## config.mk

```make
export PLATFORM = sky130hd
export DESIGN_NAME = latch_sr_drive_sequencer_flat
export DESIGN_NICKNAME = d
export VERILOG_FILES = /design/src/rtl/latch_sr_drive_sequencer_if.sv /design/src/rtl/latch_sr_drive_sequencer.sv /design/src/flat_wrapper.sv
export SDC_FILE = /design/constraint.sdc
export NUM_CORES = 1
export LEC_CHECK = 0
export CAP_MARGIN = 20
export CORE_MARGIN = 5
export CORE_UTILIZATION = 49
export CTS_CLUSTER_DIAMETER = 60
export DETAILED_ROUTE_END_ITERATION = 8
export HOLD_SLACK_MARGIN = 0.06
export PLACE_DENSITY = 0.82
export SKIP_LAST_GASP = 1
export SYNTH_ARGS = -nofsm -noshare
export SYNTH_HDL_FRONTEND = slang
export SYNTH_SLANG_ARGS = --single-unit
```

## constraint.sdc

```tcl
create_clock -name clock -period 2.2 [get_ports clock]
set_clock_uncertainty 0.15 [all_clocks]
set_input_delay 0.22 -clock clock [delete_from_list [all_inputs] [get_ports clock]]
set_output_delay 0.22 -clock clock [all_outputs]
set_load 0.05 [all_outputs]
```

## src/rtl/latch_sr_drive_sequencer_if.sv

```systemverilog
// Command-side handshake between lab control logic and the SR latch drive sequencer.
// The master issues request/command; the slave answers with ready/done/error/stored.
interface latch_sr_drive_sequencer_if;
  logic       request;
  logic [1:0] command;
  logic       ready;
  logic       done;
  logic       error;
  logic       stored;

  modport master (output request, output command,
                  input ready, input done, input error, input stored);
  modport slave  (input request, input command,
                  output ready, output done, output error, output stored);
endinterface

```

## src/rtl/latch_sr_drive_sequencer.sv

```systemverilog
// Drives a gated NOR SR latch through setup -> enable pulse -> hold, then checks q/q_.
// Optional macro LATCH_SYNC_EN adds a 2-flop read-back synchronizer and a SYNC wait state.
module latch_sr_drive_sequencer #(
  parameter int SETUP_CYCLES = 1,
  parameter int PULSE_CYCLES = 2,
  parameter int HOLD_CYCLES  = 1,
  parameter int CNT_WIDTH    = 4
) (
  input  logic                            clock,
  input  logic                            reset_,
  latch_sr_drive_sequencer_if.slave       cmd_bus,
  output logic                            latch_enable,
  output logic                            latch_set,
  output logic                            latch_reset,
  input  logic                            latch_q,
  input  logic                            latch_q_
);

  localparam int SETUP_EFF = (SETUP_CYCLES < 1) ? 1 : SETUP_CYCLES;
  localparam int PULSE_EFF = (PULSE_CYCLES < 1) ? 1 : PULSE_CYCLES;
  localparam int HOLD_EFF  = (HOLD_CYCLES  < 1) ? 1 : HOLD_CYCLES;
  localparam logic [CNT_WIDTH-1:0] SETUP_LOAD = CNT_WIDTH'(SETUP_EFF - 1);
  localparam logic [CNT_WIDTH-1:0] PULSE_LOAD = CNT_WIDTH'(PULSE_EFF - 1);
  localparam logic [CNT_WIDTH-1:0] HOLD_LOAD  = CNT_WIDTH'(HOLD_EFF - 1);

`ifdef LATCH_SYNC_EN
  localparam logic [CNT_WIDTH-1:0] SYNC_LOAD = CNT_WIDTH'(1);
  typedef enum logic [2:0] {IDLE, SETUP, PULSE, HOLD, SYNC, CHECK} state_t;
`else
  typedef enum logic [2:0] {IDLE, SETUP, PULSE, HOLD, CHECK} state_t;
`endif

  state_t               state, next_state;
  logic [CNT_WIDTH-1:0] cnt, next_cnt;
  logic [1:0]           cmd_r, next_cmd;
  logic                 next_ready, next_done, next_error, next_stored;
  logic                 next_enable, next_set, next_reset;
  logic                 drive_phase, check_ok;
  logic                 q_sample, qn_sample;

`ifdef LATCH_SYNC_EN
  logic [1:0] q_sync, qn_sync;

  always_ff @(posedge clock) begin
    if (!reset_) begin
      q_sync  <= 2'b00;
      qn_sync <= 2'b00;
    end else begin
      q_sync  <= {q_sync[0], latch_q};
      qn_sync <= {qn_sync[0], latch_q_};
    end
  end

  assign q_sample  = q_sync[1];
  assign qn_sample = qn_sync[1];
`else
  assign q_sample  = latch_q;
  assign qn_sample = latch_q_;
`endif

  // All outputs are registered from next-state values so the latch pins never glitch.
  always_ff @(posedge clock) begin
    if (!reset_) begin
      state          <= IDLE;
      cnt            <= '0;
      cmd_r          <= 2'b00;
      cmd_bus.ready  <= 1'b0;
      cmd_bus.done   <= 1'b0;
      cmd_bus.error  <= 1'b0;
      cmd_bus.stored <= 1'b0;
      latch_enable   <= 1'b0;
      latch_set      <= 1'b0;
      latch_reset    <= 1'b0;
    end else begin
      state          <= next_state;
      cnt            <= next_cnt;
      cmd_r          <= next_cmd;
      cmd_bus.ready  <= next_ready;
      cmd_bus.done   <= next_done;
      cmd_bus.error  <= next_error;
      cmd_bus.stored <= next_stored;
      latch_enable   <= next_enable;
      latch_set      <= next_set;
      latch_reset    <= next_reset;
    end
  end

  always_comb begin
    next_state  = state;
    next_cnt    = cnt;
    next_cmd    = cmd_r;
    next_error  = cmd_bus.error;
    next_stored = cmd_bus.stored;
    next_done   = 1'b0;
    check_ok    = 1'b0;

    case (state)
      IDLE: begin
        if (cmd_bus.request && cmd_bus.ready) begin
          next_cmd   = cmd_bus.command;
          next_error = 1'b0;
          if (cmd_bus.command == 2'b01 || cmd_bus.command == 2'b10) begin
            next_state = SETUP;
            next_cnt   = SETUP_LOAD;
          end else begin
`ifdef LATCH_SYNC_EN
            next_state = SYNC;
            next_cnt   = SYNC_LOAD;
`else
            next_state = CHECK;
`endif
          end
        end
      end
      SETUP: begin
        if (cnt == '0) begin
          next_state = PULSE;
          next_cnt   = PULSE_LOAD;
        end else begin
          next_cnt = cnt - 1'b1;
        end
      end
      PULSE: begin
        if (cnt == '0) begin
          next_state = HOLD;
          next_cnt   = HOLD_LOAD;
        end else begin
          next_cnt = cnt - 1'b1;
        end
      end
      HOLD: begin
        if (cnt == '0) begin
`ifdef LATCH_SYNC_EN
          next_state = SYNC;
          next_cnt   = SYNC_LOAD;
`else
          next_state = CHECK;
`endif
        end else begin
          next_cnt = cnt - 1'b1;
        end
      end
`ifdef LATCH_SYNC_EN
      SYNC: begin
        if (cnt == '0) begin
          next_state = CHECK;
        end else begin
          next_cnt = cnt - 1'b1;
        end
      end
`endif
      CHECK: begin
        next_state = IDLE;
        next_done  = 1'b1;
        // A read only needs q/q_ complementary; set/reset also need q to match.
        case (cmd_r)
          2'b00:   check_ok = (q_sample != qn_sample);
          2'b01:   check_ok = (q_sample != qn_sample) && q_sample;
          2'b10:   check_ok = (q_sample != qn_sample) && !q_sample;
          default: check_ok = 1'b0;
        endcase
        if (check_ok) begin
          next_stored = q_sample;
        end else begin
          next_error = 1'b1;
        end
      end
      default: next_state = IDLE;
    endcase

    next_ready  = (next_state == IDLE);
    drive_phase = (next_state == SETUP) || (next_state == PULSE) || (next_state == HOLD);
    next_set    = drive_phase && next_cmd[0];
    next_reset  = drive_phase && next_cmd[1];
    next_enable = (next_state == PULSE);
  end

endmodule

```

## src/flat_wrapper.sv

```systemverilog
// flat-port wrapper written by rule: the top's interface ports become plain ports
module latch_sr_drive_sequencer_flat 
#(
  parameter int SETUP_CYCLES = 1,
  parameter int PULSE_CYCLES = 2,
  parameter int HOLD_CYCLES  = 1,
  parameter int CNT_WIDTH    = 4
)
  (clock, reset_, latch_enable, latch_set, latch_reset, latch_q, latch_q_, cmd_bus_request, cmd_bus_command, cmd_bus_ready, cmd_bus_done, cmd_bus_error, cmd_bus_stored);
  latch_sr_drive_sequencer_if cmd_bus_i ();
  input  logic clock;
  input  logic reset_;
  output logic latch_enable;
  output logic latch_set;
  output logic latch_reset;
  input  logic latch_q;
  input  logic latch_q_;
  input wire logic [$bits(cmd_bus_i.request)-1:0] cmd_bus_request;
  input wire logic [$bits(cmd_bus_i.command)-1:0] cmd_bus_command;
  output wire logic [$bits(cmd_bus_i.ready)-1:0] cmd_bus_ready;
  output wire logic [$bits(cmd_bus_i.done)-1:0] cmd_bus_done;
  output wire logic [$bits(cmd_bus_i.error)-1:0] cmd_bus_error;
  output wire logic [$bits(cmd_bus_i.stored)-1:0] cmd_bus_stored;
  assign cmd_bus_i.request = cmd_bus_request;
  assign cmd_bus_i.command = cmd_bus_command;
  assign cmd_bus_ready = cmd_bus_i.ready;
  assign cmd_bus_done = cmd_bus_i.done;
  assign cmd_bus_error = cmd_bus_i.error;
  assign cmd_bus_stored = cmd_bus_i.stored;
  latch_sr_drive_sequencer #(.SETUP_CYCLES(SETUP_CYCLES), .PULSE_CYCLES(PULSE_CYCLES), .HOLD_CYCLES(HOLD_CYCLES), .CNT_WIDTH(CNT_WIDTH)) u_core (.clock(clock), .reset_(reset_), .cmd_bus(cmd_bus_i), .latch_enable(latch_enable), .latch_set(latch_set), .latch_reset(latch_reset), .latch_q(latch_q), .latch_q_(latch_q_));
endmodule
```

==> run metrics, run 1 <==
run status=complete, no violations; global-route wire length before repair=2730 um; FFs w/ async S/R, synth=0%; register area share after synthesis=38.4%; fraction of power spent switching nets=37.0%; number of H-tree levels=1; CP arrival=1.93 ns; synth warn=0; net switching power figure=0.322 mW; mean number of vias per cell=5.62; DRC errors left=0; Setup-failing EPs final=0; total I/O pin count=14; cts bufs inserted=3; layout net count=119; initial DRC count=7; CP endpoint kind=register; number of global-route vias before repair=672; top cells by instance count after synthesis=16 x sky130_fd_sc_hd__dfxtp_1, 7 x sky130_fd_sc_hd__a21oi_1, 6 x sky130_fd_sc_hd__nand2_1, 6 x sky130_fd_sc_hd__nor2b_1; Setup Fix Bufs, Post-CTS=0; final WL=1570 um; number of gates resized after cts=0; clock tree from TritonCTS=yes; share of the synthesized area in the top cell type=38.4%; post-synth net total=102; Initial DRT Pass Iterations=3; RD Place Congestion=0.771; die area=0.00263 sq mm; fraction of power consumed by combinational cells=40.2%; areal power density over the cells=865 mW/mm^2; max-capacitance violation count=0; placeable core region=0.00167 sq mm; crit-path max cell delay=0.34 ns; Longest Clk Path Bufs=2; Worst Reg-to-Reg Cells=7; CP Max Fanout=7; GR Overflow Total=0; max-slew violation count=0; antenna-violating nets left=0; startpoint-to-endpoint class of the critical path=reg -> reg; total count of hold-check failures in the final report=0; number of port buffers=13; Max rail drop VDD=0.504 mV; Final Critical Period=1.90 ns; Syn-to-layout area delta=20.4%; biggest area consumer among synthesized cells=sky130_fd_sc_hd__dfxtp_1; commonest register cell after synthesis=sky130_fd_sc_hd__dfxtp_1; number of hold buffers added after CTS=0; hold crit path type=reg -> reg; initial antenna violation count=0; antenna diode count=0; cell internal pwr=0.547 mW; clock latency of the later-clocked register in the worst-skew pair=0.28 ns; average detailed-routed wire length per instance=12.9 um; end-of-flow core utilization=60.1%; Die Width=51.3 um; critical-path cell list=inv_1 -> ha_1 -> nor3b_2 -> nand3_1 -> a21boi_2 -> nor2b_1 -> o221a_2; data required time of the critical path=2.23 ns; non-filler instance count after layout=122; post-synthesis register bit count=16; library cell used as clock root buffer=sky130_fd_sc_hd__clkbuf_4; slew margin rel.=66.6%; std cell rows=15; pin count of the biggest net entering global routing=15; most repeated cell in the gate-level netlist after synthesis=sky130_fd_sc_hd__dfxtp_1; Post-Syn Instances=90; Sink Count=16; Worst-Margin Slew=0.499 ns; leakage dissipation=0.402 nW; EDFF count, synth=0; part of the total power dissipated in the clock network=17.6%; critical-path cell with the highest stage delay=sky130_fd_sc_hd__a21boi_2; Setup TNS=0 ns; post-synthesis area per instance=9.27 sq um; top cells by area, synth=sky130_fd_sc_hd__dfxtp_1 38%, sky130_fd_sc_hd__ha_1 7.5%, sky130_fd_sc_hd__nor2b_1 4.5%; Unique masters post-synth=37; filler cell count=137; clock-pin transition on the worst setup and hold timing paths=0.09 ns; via count=686; Initial Utilization=50.0%; unrepaired setup endpoints after global routing=no; placed cells=119; worst hold path depth=2; summed instance area of the synthesized netlist=835 sq um; Sequential Power Share=42.2%; post-route clock period utilization=86.3%; Peak Freq=0.527 GHz; floorplan die height=51.3 um; layout cell share with drive strength beyond 1=12.4%; detailed placement HPWL=1160 um; critical path startpoint category=register; total routing resource utilization after global routing=13.8%
## cell families after synthesis
logic type	after synthesis	share of synthesized area (%)
and+or+nand+nor	36	26.7
AOI/OAI and AO/OA	22	19.3
muxes	2	2.40
DFF	16	38.4
adders and majority gates	5	7.50
buffers and inverters	7	3.60
xor gates and xnor gates	2	2.10
## worst max-delay path: cells and delay by family (launching register included)
family	cells	cell delay [ns]
flops	1	0.33
compound gates	2	0.59
simple gates	3	0.48
fa+ha+maj	1	0.16
buf+inv	1	0.10
## flip-flops by register name, indices dropped and copies added (netlist names)
register / cells
u_core.cmd_bus.done: 1
u_core.cmd_bus.error: 1
u_core.cmd_bus.ready: 1
u_core.cmd_bus.stored: 1
u_core.cmd_r: 2
u_core.cnt: 4
u_core.latch_enable: 1
u_core.latch_reset: 1
u_core.latch_set: 1
u_core.state: 3
## metal layers
layer	global-route usage, %	wire length [um]	up-vias
met1	15.3	697	320
met4	7.86	31	0
li1	-	-	351
met3	4.08	80	4
met2	23.4	761	11
met5	0	0	-
## worst paths after layout
kind	from	endpoint	slack, ns
max	u_core.cnt[0]	u_core.cnt[2]	0.30
min	u_core.cmd_bus.error	u_core.cmd_bus.error	0.32
max reg2reg	u_core.cnt[0]	u_core.cnt[2]	0.30
min reg2reg	u_core.cmd_bus.error	u_core.cmd_bus.error	0.32
## layout by cell type, fill, tap and decap left out, types with 2 or more instances in the layout
cell type / n
sky130_fd_sc_hd__dfxtp_1: 16
sky130_fd_sc_hd__clkdlybuf4s50_1: 13
sky130_fd_sc_hd__a21oi_1: 7
sky130_fd_sc_hd__nor2b_1: 6
sky130_fd_sc_hd__nand2_1: 6
sky130_fd_sc_hd__inv_1: 5
sky130_fd_sc_hd__nor2_1: 5
sky130_fd_sc_hd__ha_1: 5
sky130_fd_sc_hd__and2_1: 3
sky130_fd_sc_hd__o221a_2: 3
sky130_fd_sc_hd__clkbuf_4: 3
sky130_fd_sc_hd__nand3_1: 2
sky130_fd_sc_hd__xor2_1: 2
sky130_fd_sc_hd__mux2i_1: 2
sky130_fd_sc_hd__nor3b_1: 2
sky130_fd_sc_hd__o21ai_0: 2
sky130_fd_sc_hd__o22ai_1: 2
## power by group through the flow
stage | Sequential [mW] | Clock [mW] | Combinational, mW
6_report | 0.366 | 0.153 | 0.350
5_1_grt | 0.372 | 0.172 | 0.388
4_1_cts | 0.365 | 0.155 | 0.352
3_5_place_dp | 0.371 | 0 | 0.346
3_3_place_gp | 0.371 | 0 | 0.337
2_1_floorplan | 0.401 | 0 | 0.218
## cell type report
cell class	instances	area, sq um	share of cell area (%)
sequential	16	320	31.9
timing repair buffer	14	138	13.7
multi-input combinational	67	484	48.2
inverter	5	18.8	1.87
tap	17	21.3	2.12
clock buffer	3	22.5	2.24
## per-stage QoR
step | hold slack (ns) | worst slack [ns] | total power [mW] | instance area (sq um)
2_1_floorplan | 0.225 | 0.406 | 0.619 | 835
4_1_cts | 0.329 | 0.295 | 0.872 | 1000
6_report | 0.324 | 0.302 | 0.869 | 1000
3_3_place_gp | 0.304 | 0.298 | 0.709 | 982
5_1_grt | 0.363 | 0.186 | 0.931 | 1000
3_5_place_dp | 0.315 | 0.276 | 0.718 | 982
Power figures use the tool's default switching activity.
==> run 2: changes to the inputs <==
--- a/config.mk
+++ b/config.mk
@@ -13,6 +13,7 @@
 export HOLD_SLACK_MARGIN = 0.06
 export PLACE_DENSITY = 0.82
 export SKIP_LAST_GASP = 1
+export SLEW_MARGIN = 30
 export SYNTH_ARGS = -nofsm -noshare
 export SYNTH_HDL_FRONTEND = slang
 export SYNTH_SLANG_ARGS = --single-unit
==> constraint.sdc (replaced) <==
create_clock -name clock -period 2.4 [get_ports clock]
set_clock_uncertainty 0.15 [all_clocks]
set_input_delay 0.24 -clock clock [delete_from_list [all_inputs] [get_ports clock]]
set_output_delay 0.24 -clock clock [all_outputs]
set_load 0.05 [all_outputs]
==> run 2 against run 1 <==
Design area is 0.62% higher; via count down 0.15%; sequential share of layout area decreased by 0.20 points; setup slack gained 0.077 ns; clock power up 16%; critical path depth unchanged; flip-flop and latch count is the same; non-clock buffer count fell by 1; critical endpoint unchanged; largest cell class unchanged; highest routed layer unchanged.
==> run metrics, run 2 (synthesis results as in run 1) <==
placeable core region=0.00167 sq mm (unchanged); via count=685 (-0.15%); run status=complete, no violations; worst hold-check slack=0.332 ns (+0.00835 ns); Initial Utilization=50.0% (unchanged); CP arrival=2.06 ns (+0.13 ns); Longest Clk Path Bufs=2 (unchanged); layout net count=118 (-0.84%); Setup-failing EPs final=0 (unchanged); critical-path cell with the highest stage delay=sky130_fd_sc_hd__a21boi_2; initial antenna violation count=0 (unchanged); most used cells in the layout excluding fill and tap cells=16 x sky130_fd_sc_hd__dfxtp_1, 13 x sky130_fd_sc_hd__clkdlybuf4s50_1, 7 x sky130_fd_sc_hd__a21oi_1; Syn-to-layout area delta=21.1%; RD Place Congestion=0.765 (-0.80%); critical-path cell list=inv_1 -> ha_1 -> nor3b_2 -> nand3_1 -> a21boi_2 -> nor2b_1 -> o221a_2; max-slew violation count=0 (unchanged); global-route wire length before repair=2740 um (+0.51%); DRC errors left=0 (unchanged); total I/O pin count=14 (unchanged); Max rail drop VDD=0.465 mV (-7.9%); number of global-route vias before repair=639 (-4.9%); post-route clock period utilization=84.2% (-2.1 points); crit-path max cell delay=0.35 ns (about the same); Worst-Margin Slew=0.505 ns (+0.00540 ns); antenna diode count=0 (unchanged); hold crit path type=reg -> reg; register with the most flip-flops=u_core.cnt; number of port buffers=13 (unchanged); library cell used as clock root buffer=sky130_fd_sc_hd__clkbuf_4; areal power density over the cells=807 mW/mm^2 (-6.7%); CP Max Fanout=7 (unchanged); number of H-tree levels=1 (unchanged); number of hold buffers added after CTS=0 (unchanged); CP endpoint kind=register; leakage dissipation=0.404 nW (+0.70%); registers with the highest flip-flop counts=u_core.cnt: 4 flops, u_core.state: 3 flops, u_core.cmd_r: 2 flops; data required time of the critical path=2.44 ns (+0.21 ns); Peak Freq=0.495 GHz (-6.1%); max FFs per register=4 (unchanged); average detailed-routed wire length per instance=12.7 um (-1.1%); clock-pin transition on the worst setup and hold timing paths=0.09 ns (about the same); startpoint-to-endpoint class of the critical path=reg -> reg; most common cell after layout, fill and taps aside=sky130_fd_sc_hd__dfxtp_1; mean number of vias per cell=5.61 (-0.15%); fraction of power spent switching nets=36.0% (-1.1 points); die area=0.00263 sq mm (unchanged); Final Critical Period=2.02 ns (+0.123 ns); floorplan die height=51.3 um (unchanged); slew margin rel.=66.2% (-0.36 points); max-capacitance violation count=0 (unchanged); cell internal pwr=0.523 mW (-4.5%); clock latency of the later-clocked register in the worst-skew pair=0.29 ns (about the same); total count of hold-check failures in the final report=0 (unchanged); Die Width=51.3 um (unchanged); Initial DRT Pass Iterations=4 (+1); part of the total power dissipated in the clock network=21.6% (+4.0 points); cts bufs inserted=3 (unchanged); end-of-flow core utilization=60.5% (+0.37 points); clock tree from TritonCTS=yes; net switching power figure=0.293 mW (-8.8%); fraction of power consumed by combinational cells=37.1% (-3.1 points); Setup Fix Bufs, Post-CTS=0 (unchanged); initial DRC count=3 (-4); pin count of the biggest net entering global routing=15 (unchanged); total routing resource utilization after global routing=13.9% (+0.11 points); GR Overflow Total=0 (unchanged); number of gates resized after cts=0 (unchanged); final WL=1550 um (-1.1%); Setup TNS=0 ns (unchanged); layout cell share with drive strength beyond 1=12.4% (unchanged); Sequential Power Share=41.3% (-0.9 points); worst hold path depth=2 (unchanged); antenna-violating nets left=0 (unchanged); critical path startpoint category=register; unrepaired setup endpoints after global routing=no; Worst Reg-to-Reg Cells=7 (unchanged); Sink Count=16 (unchanged); std cell rows=15 (unchanged); detailed placement HPWL=1180 um (+2.0%)
==> run 2: worst max-delay path, delay by kind of cell, from the launching register on <==
kind	cells	cell delay, ns
flops	1	0.34
simple gates	3	0.58
buf+inv	1	0.10
compound gates	2	0.59
fa+ha+maj	1	0.17
==> run 2: metrics by stage <==
stage | instance area [sq um] | setup slack (ns) | std cells | total power, mW
after floorplan | 835 | 0.606 | 90 | 0.567
after global placement | 975 | 0.460 | 118 | 0.632
after detailed placement | 975 | 0.388 | 118 | 0.644
after CTS | 1010 | 0.376 | 122 | 0.821
after global routing | 1010 | 0.234 | 122 | 0.878
final | 1010 | 0.380 | 122 | 0.816
==> run 2: power groups by stage <==
stage	Combinational (mW)	Sequential, mW	Clock, mW
3_5_place_dp	0.303	0.341	0
3_3_place_gp	0.291	0.340	0
2_1_floorplan	0.200	0.367	0
4_1_cts	0.303	0.336	0.182
5_1_grt	0.338	0.343	0.197
6_report	0.303	0.337	0.177
==> run 2: final cells by class <==
type / count / area, sq um
Fill cell: 141 / 659
Multi-Input combinational cell: 67 / 484
Sequential cell: 16 / 320
Timing Repair Buffer: 13 / 130
Clock buffer: 4 / 36.3
Tap cell: 17 / 21.3
Inverter: 5 / 18.8
==> run 2: path summary, 6_finish.rpt <==
check                          to                  from  slack, ns
max                 u_core.cnt[2]         u_core.cnt[0]       0.38
min          u_core.cmd_bus.error  u_core.cmd_bus.error       0.33
max reg2reg         u_core.cnt[2]         u_core.cnt[0]       0.38
min reg2reg  u_core.cmd_bus.error  u_core.cmd_bus.error       0.33
==> run 2: layer usage <==
metal	up-vias	global-route usage (%)	part of all wire [%]
li1	355	-	-
met2	12	23.4	46
met3	5	4.37	5.2
met5	-	0	0
met4	0	7.86	2.6
met1	313	15.5	46
==> run 3: changes to the inputs <==
--- a/config.mk
+++ b/config.mk
@@ -7,11 +7,11 @@
 export LEC_CHECK = 0
 export CAP_MARGIN = 20
 export CORE_MARGIN = 5
-export CORE_UTILIZATION = 49
+export CORE_UTILIZATION = 45
 export CTS_CLUSTER_DIAMETER = 60
 export DETAILED_ROUTE_END_ITERATION = 8
 export HOLD_SLACK_MARGIN = 0.06
-export PLACE_DENSITY = 0.82
+export PLACE_DENSITY = 0.8
 export SKIP_LAST_GASP = 1
 export SLEW_MARGIN = 30
 export SYNTH_ARGS = -nofsm -noshare
==> constraint.sdc (replaced) <==
create_clock -name clock -period 1.68 [get_ports clock]
set_clock_uncertainty 0.15 [all_clocks]
set_input_delay 0.168 -clock clock [delete_from_list [all_inputs] [get_ports clock]]
set_output_delay 0.168 -clock clock [all_outputs]
set_load 0.05 [all_outputs]
==> run 3 against run 2 <==
The flow now finishes with violations (negative setup slack); register-to-register slack worse by 0.42 ns; combinational power is 140% higher; count of clock-buffer cells in the layout stayed put; global-route usage is 2.9 points higher; flip-flop and latch count stayed put; non-clock buffer count is 23 higher; via count is 15% higher; setup slack worse by 0.42 ns; design area is 30% higher; critical path type unchanged; largest cell class unchanged.
==> run metrics, run 3 (synthesis results as in run 1) <==
run status=finished, violations left; failing checks=negative setup slack; antenna-violating nets left=0 (unchanged); layout net count=141 (+19%); Worst-Margin Slew=0.368 ns (-0.137 ns); Sink Count=16 (unchanged); data required time of the critical path=1.73 ns (-0.71 ns); CP endpoint kind=register; mean number of vias per cell=5.15 (-8.3%); max-slew violation count=0 (unchanged); max-capacitance violation count=0 (unchanged); initial DRC count=7 (+4); cts bufs inserted=3 (unchanged); unrepaired setup endpoints after global routing=yes; slack of the worst reg-to-reg path=-0.04 ns (-0.42 ns); antenna diode count=0 (unchanged); critical-path cell with the highest stage delay=sky130_fd_sc_hd__or4_4; combined buffer and inverter count along the critical path=1 (unchanged); hold crit path type=reg -> reg; crit-path max cell delay=0.49 ns (+0.14 ns); post-route clock period utilization=103% (+18 points); total routing resource utilization after global routing=16.9% (+2.9 points); total non-filler cell area in the finished layout=0.00131 sq mm (+30%); Initial DRT Pass Iterations=4 (unchanged); Setup-failing EPs final=2 (+2); layout cell share with drive strength beyond 1=52.3% (+40 points); Final Critical Period=1.72 ns (-0.298 ns); initial antenna violation count=0 (unchanged); critical path startpoint category=register; CP arrival=1.77 ns (-0.29 ns); std cell rows=15 (unchanged); number of H-tree levels=1 (unchanged); Max rail drop VDD=0.762 mV (+64%); end of the worst register-to-register path=u_core.cmd_bus.stored; via count=788 (+15%); global-route wire length before repair=3420 um (+25%); startpoint-to-endpoint class of the critical path=reg -> reg; RD Place Congestion=0.900 (+18%); GR Overflow Total=0 (unchanged); non-filler instance count after layout=153 (+25%); die area=0.00282 sq mm (+7.1%); most used cells in the layout excluding fill and tap cells=29 x sky130_fd_sc_hd__buf_4, 12 x sky130_fd_sc_hd__dfxtp_1, 6 x sky130_fd_sc_hd__nor2b_1, 6 x sky130_fd_sc_hd__clkdlybuf4s50_1; beginning of the worst hold path=u_core.cmd_bus.error; Worst Reg-to-Reg Cells=6 (-1); register with the most flip-flops=u_core.cnt; CP Max Fanout=3 (-4); setup ws final=-0.0426 ns (-0.422 ns); total number of cells along the worst setup path=6 (-1); Setup TNS=-0.0747 ns (-0.0747 ns); total I/O pin count=14 (unchanged); clock tree from TritonCTS=yes; total count of hold-check failures in the final report=0 (unchanged); placed cells=144 (+22%); worst hold-check slack=0.327 ns (-0.00548 ns); placed inst area=0.00114 sq mm (+17%); final WL=2170 um (+40%); most common cell after layout, fill and taps aside=sky130_fd_sc_hd__buf_4; number of hold buffers added after CTS=0 (unchanged); registers with the highest flip-flop counts=u_core.cnt: 4 flops, u_core.state: 3 flops, u_core.cmd_r: 2 flops; max FFs per register=4 (unchanged); detailed placement HPWL=1430 um (+21%); DRC errors left=0 (unchanged); Top delay family on crit path=simple AND/OR/NAND/NOR gates; Longest Clk Path Bufs=2 (unchanged); Placement Setup Slack=-0.158 ns (-0.546 ns); pin count of the biggest net entering global routing=10 (-5); slew margin rel.=75.4% (+9.2 points); floorplan die height=53.1 um (+3.5%); worst setup path endpoint=u_core.cmd_bus.stored; Syn-to-layout area delta=57.1%; clock-pin transition on the worst setup and hold timing paths=0.10 ns (about the same); leakage dissipation=0.565 nW (+40%); areal power density over the cells=1110 mW/mm^2 (+38%); number of port buffers=13 (unchanged); Peak Freq=0.581 GHz (+17%); Crit Reg-Reg Startpoint=u_core.cmd_r[0]; clock latency of the later-clocked register in the worst-skew pair=0.29 ns (about the same); number of global-route vias before repair=780 (+22%); placeable core region=0.00175 sq mm (+4.5%); start point of the critical path=u_core.cmd_r[0]; library cell used as clock root buffer=sky130_fd_sc_hd__clkbuf_4; Initial Utilization=47.8% (-2.1 points); critical-path cell list=inv_4 -> ha_4 -> o21a_1 -> nor2_1 -> or4_4 -> o221a_4; average detailed-routed wire length per instance=14.2 um (+11%); Die Width=53.1 um (+3.5%)
==> run 3: how the worst min path moves through the flow <==
stage	depth (start not counted)	to	slack (ns)
after floorplan	1	u_core.cmd_r[0]	0.17
after global placement	2	u_core.cmd_bus.error	0.30
after detailed placement	2	u_core.cmd_bus.error	0.32
after CTS	2	u_core.cmd_bus.error	0.33
after global routing	2	u_core.cmd_bus.error	0.35
final	2	u_core.cmd_bus.error	0.33
==> run 3: power by group <==
group / switching (mW) / internal [mW] / total [mW]
clock network: 0.123 / 0.132 / 0.255
registers: 0.0521 / 0.431 / 0.483
logic: 0.359 / 0.359 / 0.718
total: 0.534 / 0.922 / 1.46
==> run 3: through the flow <==
step	power [mW]	utilization (%)
final	1.46	75.1
after detailed placement	1.06	65.3
after global placement	1.04	65.3
after global routing	1.54	75.1
after floorplan	0.858	-
after CTS	1.36	70.0
==> run 3: repair_timing <==
action | in CTS | in global routing
resized for setup | 7 | 19
buffers inserted | 2 | 4
pin swaps | 1 | 7
setup endpoints to repair | 4 | 11
==> run 3: cell type report <==
cell class	instances	area, sq um
clock buffers	4	36.3
fillers	123	434
inverters	5	21.3
multi-input cells	67	606
flip-flops and latches	16	328
well taps	25	31.3
repair buffers	36	289
==> run 3: metal layers <==
metal  share of wire (%)  up-vias  track usage (%)
met4                 1.8        0             3.83
met5                   0        -                0
met2                  52       19             30.2
li1                    -      398                -
met1                  42      364             18.9
met3                 4.4        7             6.20
==> run 3: worst register-to-register path, cell delays in order (launching register included) <==
cell and delay [ns]:
sky130_fd_sc_hd__dfxtp_2 0.35, sky130_fd_sc_hd__inv_4 0.07, sky130_fd_sc_hd__ha_4 0.14, sky130_fd_sc_hd__o21a_1 0.12
sky130_fd_sc_hd__nor2_1 0.04, sky130_fd_sc_hd__or4_4 0.49, sky130_fd_sc_hd__o221a_4 0.26
